`src/rtl/contador_pkg.sv`:
```
// Shared definitions for the lab counter family (down-counter and up-counter).
// State encoding is kept as plain one-bit localparams so both counters agree on it.
package contador_pkg;

  localparam logic ST_IDLE = 1'b0;
  localparam logic ST_RUN  = 1'b1;

endpackage

```
`src/rtl/contador_decrescente.sv`:
```
// Programmable down-counter / timer.
// A start pulse captures load_val and the block counts down once per enabled clock.
// At terminal count it emits a one-cycle done pulse. It then either stops (one-shot)
// or reloads the captured start value and keeps running (auto_reload).
import contador_pkg::*;

module contador_decrescente #(
  parameter int WIDTH = 4
) (
  input  logic             clk,
  input  logic             rst_n,
  input  logic             start,
  input  logic             stop,
  input  logic             en,
  input  logic             auto_reload,
  input  logic [WIDTH-1:0] load_val,
  output logic [WIDTH-1:0] count,
  output logic             busy,
  output logic             done
);

  localparam logic [WIDTH-1:0] ONE  = WIDTH'(1);
  localparam logic [WIDTH-1:0] ZERO = '0;

  logic             state;
  logic [WIDTH-1:0] reload_reg;

  // State, count, reload value and done pulse; start has priority over stop and en in RUN
  always_ff @(posedge clk or negedge rst_n) begin
    if (!rst_n) begin
      state      <= ST_IDLE;
      count      <= ZERO;
      reload_reg <= ZERO;
      done       <= 1'b0;
    end else begin
      done <= 1'b0;
      case (state)
        ST_IDLE: begin
          if (start) begin
            count      <= load_val;
            reload_reg <= load_val;
            if (load_val != ZERO) begin
              state <= ST_RUN;
            end else begin
              done <= 1'b1;
            end
          end
        end
        ST_RUN: begin
          if (start) begin
            count      <= load_val;
            reload_reg <= load_val;
            if (load_val == ZERO) begin
              state <= ST_IDLE;
              done  <= 1'b1;
            end
          end else if (stop) begin
            state <= ST_IDLE;
          end else if (en) begin
            if (count > ONE) begin
              count <= count - ONE;
            end else if (count == ONE) begin
              done <= 1'b1;
              if (auto_reload) begin
                count <= reload_reg;
              end else begin
                count <= ZERO;
                state <= ST_IDLE;
              end
            end else begin
              // A zero count in RUN cannot be reached; fall back to IDLE rather than wrap
              state <= ST_IDLE;
            end
          end
        end
        default: begin
          state <= ST_IDLE;
        end
      endcase
    end
  end

  assign busy = (state == ST_RUN);

endmodule
```
`config.mk`:
```
export PLATFORM = sky130hd
export DESIGN_NAME = contador_decrescente
export DESIGN_NICKNAME = d
export VERILOG_FILES = /design/src/rtl/contador_pkg.sv /design/src/rtl/contador_decrescente.sv
export SDC_FILE = /design/constraint.sdc
export NUM_CORES = 1
export LEC_CHECK = 0
export ABC_CLOCK_PERIOD_IN_PS = 2600
export CELL_PAD_IN_SITES_DETAIL_PLACEMENT = 1
export CELL_PAD_IN_SITES_GLOBAL_PLACEMENT = 1
export CORE_MARGIN = 2
export CORE_UTILIZATION = 35
export CTS_BUF_LIST = sky130_fd_sc_hd__clkbuf_16
export DETAILED_ROUTE_END_ITERATION = 8
export PLACE_DENSITY = 0.86
export SKIP_CTS_REPAIR_TIMING = 1
export SLEW_MARGIN = 20
export SYNTH_ARGS = -nofsm -noshare
export SYNTH_HDL_FRONTEND = slang
export SYNTH_SLANG_ARGS = --single-unit
```
`constraint.sdc`:
```
create_clock -name clk -period 2.6 [get_ports clk]
set_input_delay 0.39 -clock clk [delete_from_list [all_inputs] [get_ports clk]]
set_output_delay 0.39 -clock clk [all_outputs]
set_load 0.005 [all_outputs]
```
Word-level counts from Yosys, hierarchy flattened
Cells that the tools add are included.
{"block": "word_totals", "reg_bits": 10, "output_inout_bits": 6, "wordCells": 42, "inputBits": 10}
{"block": "classes", "add_sub_neg": 1, "reduce_logical": 3, "n_eq_ne": 5, "order_cmp": 1, "muxes": 27, "bitwise_logic": 1}
{"cell": "two-way mux 4 bit", "n": 7}
{"cell": "two-way mux 1 bit", "n": 17}
{"cell": "one-hot mux 4 bit (2 select lines)", "n": 1}
{"cell": "!= test 3 bit, second input constant", "n": 2}
{"cell": "equality test 4 x 1 -> 1 bit, second input constant", "n": 1}
{"cell": "> comparator 4 x 1 -> 1 bit, second input constant", "n": 1}
{"cell": "zero test 4 bit", "n": 1}
{"cell": "!= test 4 x 2 -> 1 bit, second input constant", "n": 1}
{"cell": "one-hot mux 1 bit (2 select lines)", "n": 2}
{"cell": "AND reduction 4 bit", "n": 1}
{"cell": "nonzero test 4 bit", "n": 1}
{"cell": "subtractor 4 x 1 -> 4 bit, second input constant", "n": 1}
{"cell": "!= test 2 bit, second input constant", "n": 1}
{"cell": "inverter 1 bit", "n": 1}

Longest topological paths before layout
{"block": "depth", "depth_word": 7, "depth_mapped": 6, "depth_no_buf": 6}

Least setup slack after synthesis
No wires, ideal clock.
{"block": "synth_path", "kind": "reg2reg", "from": "register count[0]", "to": "register count[1]", "path_stages_with_launch": 6, "setup_slack_ns": 0.751, "setup_ns": 0.121, "t_required_ns": 2.479, "arrival_ns": 1.728, "synth_period_minus_slack_ns": 1.849, "path_buffers": 0, "cell_sequence": "dfrtp_1 > ha_1 > or4b_4 > a31oi_4 > nor2_1 > a22o_1"}
{"block": "synth_between", "elab_chain_cells": 6, "word_cells_on_any_way": 10, "cone_classes": "1 x add/sub; 1 x order compare; 2 x eq/ne; 5 x mux; 1 x reduce/logical"}
{"element": "from (decl)", "line_no": "contador_decrescente.sv:17", "text": "output logic [WIDTH-1:0] count,"}
{"element": "from (signal assigned)", "line_no": "contador_decrescente.sv:40", "text": "count <= load_val;"}
{"element": "from (signal assigned)", "line_no": "contador_decrescente.sv:51", "text": "count <= load_val;"}
{"element": "from (signal assigned)", "line_no": "contador_decrescente.sv:61", "text": "count <= count - ONE;"}
{"element": "subtractor 4 x 1 -> 4 bit or > comparator 4 x 1 -> 1 bit (tied branches)", "line_no": "contador_decrescente.sv:61, contador_decrescente.sv:60"}
{"element": "two-way mux 4 bit", "line_no": "contador_decrescente.sv:60", "text": "if (count > ONE) begin"}
{"element": "two-way mux 4 bit", "line_no": "contador_decrescente.sv:59", "text": "end else if (en) begin"}
{"element": "two-way mux 4 bit", "line_no": "contador_decrescente.sv:57", "text": "end else if (stop) begin"}
{"element": "two-way mux 4 bit", "line_no": "contador_decrescente.sv:50", "text": "if (start) begin"}
{"element": "one-hot mux 4 bit (2 select lines)", "line_no": "contador_decrescente.sv:37", "text": "case (state)"}
Parallel ways exist; a longest one is shown, timed or not. The select of a mux whose other input is x is not followed.
A chain may end at the register's enable or synchronous reset.

Worst setup path after layout
{"block": "layout_path", "from": "register count[1]", "to": "register count[1]"}
Same word-level chain as after synthesis.

==> results.md <==
* CTS max path bufs at 2
* Total global-route track usage at a little under a fifth
* CP Max Fanout at 8
* Area growth from synthesis to layout at 39.1%
* Worst hold margin at 0.480 ns
* Routed length per instance at 17.8 um
* Min-delay worst type: input pin to async pin
* Primary FF master, synth: dfrtp_1
* Worst IR Drop VDD at around 0.33 mV
* Placer Congestion at 0.840
* Post-DRT Antenna Nets at 0
* Die area at between 2000 and 2500 sq um
* Routed via count at 578
* Critical register-to-register path startpoint: count[1]$_DFFE_PN0P_
* Global route overflow at 0
* Synth cell types at 25
* CP required at about 2.7 ns
* Fill cell count at 200
* Ys async rst share at between 90% and 100%
* Detailed Routing Iterations Pass 1 at 4
* Top post-synthesis cells by area: dfrtp_1, mux2_2, nor2_1, a22o_1, ha_1
* Period Utilization, post-route at 78.4%
* CP top delay family: simple AND/OR/NAND/NOR gates
* H-tree levels at 1
* CP arrival at 2.17 ns
* Setup-failing EPs final at 0
* Root Driver: clkbuf_16
* #FFs+latches synth at 10
* Status: finished, final reports clean
* Core area at 1690 sq um
* 1st-iter DRT viols at 5
* Mapped Nets at 74
* Inserted Clock Buffers at 3
* Pin count of the biggest net entering global routing at 11
* Worst Clk Skew at 0.00231 ns
* Met2 global-route usage at 31.7%
* Std-Cell Rows at 15
* Final Util at 50.8%
* Critical path type: flip-flop to flip-flop
* Synthesized area per cell at about 10 sq um
* Seq/Total Area, Yosys at between 40% and 50%
* Antenna diodes at 0
* Pint at 466 uW
* Fin area at 858 sq um
* Crit path buffers/inverters at 1
* Vias per cell at 5.96
* Leak pwr at between 0.3 and 0.4 nW
* Die Wd at between 40 and 50 um
* Layout Nets at 93
* Slowest cell delay on critical path at 0.56 ns
* Die height at 46.0 um
* Gr busiest metal: met2
* Maxcap violations at 0
* Net Sw Frac at 28.0%
* Endpoint class of the critical path: flip-flop
* Critical-path cell list: inv_1 -> ha_1 -> or4b_4 -> a31oi_4 -> nor2_1 -> a22o_1
* RSZ-0062 raised after global routing: no
* Final TNS setup at 0 ns
* Synth warn at 0
* Inst Count DP at 93
* Max-slew headroom at between 60 and 70%
* Grt met1 use at 20.6%
* Port bufs at 15
* Sink Count at 10
* Net Sw Power at ~180 uW
* Dpl cell area at 779 sq um
* Vias in the first global route at 572
* Clock transition at the registers of the reported paths at around 0.04 ns
* Non-filler cells, final at 97
* Layout cells sized above 1 at between 10% and 20%
* Clk_lat worst skew at 0.24 ns
* Crit path launch: count[1]$_DFFE_PN0P_
* Clock power share at 42.8%
* Seq pwr share at 32.1%
* Synth Instances at between 60 and 70
* PD cells at 754 nW/um^2
* Slew @ Worst Pin at 0.478 ns
* Final worst path period need at between 2 and 2.5 ns
* # IOs at 16
* Met3 usage at 3.97%
* Cell taking the most area after synthesis: dfrtp_1
* Area share of the leading cell type in the synthesized netlist at 40.6%
* Final Max Tran Viols at 0
* DRC viols at 0
* Startpoint Class: flip-flop
* Slowest CP cell: or4b_4
* EDFF count, synth at 0
* Initial Util at a little over a third
* Global-route wire length before repair at 2590 um
* F_max at between 0.4 and 0.5 GHz
* CTS tree: yes
* Initial antenna violation count at 0
* Post-detail-place hpwl at 1190 um
* Mapped Area at 617 sq um
* Combinational share of power at approximately a quarter
* WL final at between 1500 and 2000 um
* Hold Vio Cnt, Final at 0
-- Yosys cell counts, types with 3 or more instances --
| cell type | count |
|---|---|
| nand2_1 | 6 |
| mux2_2 | 5 |
| o21ai_0 | 3 |
| dfrtp_1 | 10 |
| inv_1 | 4 |
| a22o_1 | 3 |
| nor2_1 | 7 |
-- cells in the final DEF, fill, tap and decap left out, types with 3 or more instances in the layout --
cell type	netlist	final
nor2_1	7	7
inv_1	4	4
clkdlybuf4s50_1	0	15
nand2_1	6	6
mux2_2	5	5
a22o_1	3	3
dfrtp_1	10	10
clkbuf_16	0	3
o21ai_0	3	3
-- final timing paths --
path,to,slack [ns],depth (start not counted)
max,count[1]$_DFFE_PN0P_,0.56,6
min,reload_reg[2]$_DFFE_PN0P_,0.48,1
max reg2reg,count[1]$_DFFE_PN0P_,0.56,6
min reg2reg,reload_reg[0]$_DFFE_PN0P_,0.52,1
max in group asynchronous,reload_reg[1]$_DFFE_PN0P_,1.80,1
min in group clk,reload_reg[0]$_DFFE_PN0P_,0.52,1
-- worst register-to-register path, stage by stage, from the launching register on --
cell and delay, ns:
dfrtp_1 0.41, inv_1 0.08, ha_1 0.24, or4b_4 0.56, a31oi_4 0.31, nor2_1 0.11
a22o_1 0.21
-- per-layer routing --
metal	vias to the layer above	wire, um
met3	5	74
li1	260	-
met1	289	742
met5	-	0
met4	0	44
met2	24	865
-- metrics by stage --
stage | total power, mW | setup slack, ns
3_3_place_gp | 0.361 | 0.698
6_report | 0.647 | 0.561
5_1_grt | 0.680 | 0.497
4_1_cts | 0.652 | 0.563
3_5_place_dp | 0.366 | 0.647
2_1_floorplan | 0.299 | 0.751
-- cell families (layout without fill, tap and decap cells) --
| family | after synthesis | count (layout) | synth area share [%] |
|---|---|---|---|
| buffers and inverters | 6 | 24 | 5.07 |
| xor gates and xnor gates | 1 | 1 | 1.42 |
| muxes | 6 | 6 | 10.7 |
| and+or+nand+nor | 23 | 23 | 19.7 |
| DFF | 10 | 10 | 40.6 |
| adders and majority gates | 2 | 2 | 4.06 |
| AOI/OAI and AO/OA | 14 | 14 | 18.5 |
-- power by group through the flow --
stage | clock [mW] | sequential, mW | combinational, mW
floorplan | 0 | 0.197 | 0.102
CTS | 0.282 | 0.206 | 0.164
detailed placement | 0 | 0.206 | 0.159
global placement | 0 | 0.205 | 0.156
finish | 0.277 | 0.207 | 0.163
global route | 0.292 | 0.210 | 0.178
-- layout make-up --
cell class,instances,area (sq um),share of cell area (%)
clock buffers,3,75.1,8.75
clock inverters,1,3.75,0.437
repair buffers,16,158,18.4
flip-flops and latches,10,250,29.2
well taps,17,21.3,2.48
inverters,4,15.0,1.75
multi-input cells,46,335,39.1
Note: power is estimated with default switching activity, not from simulation.
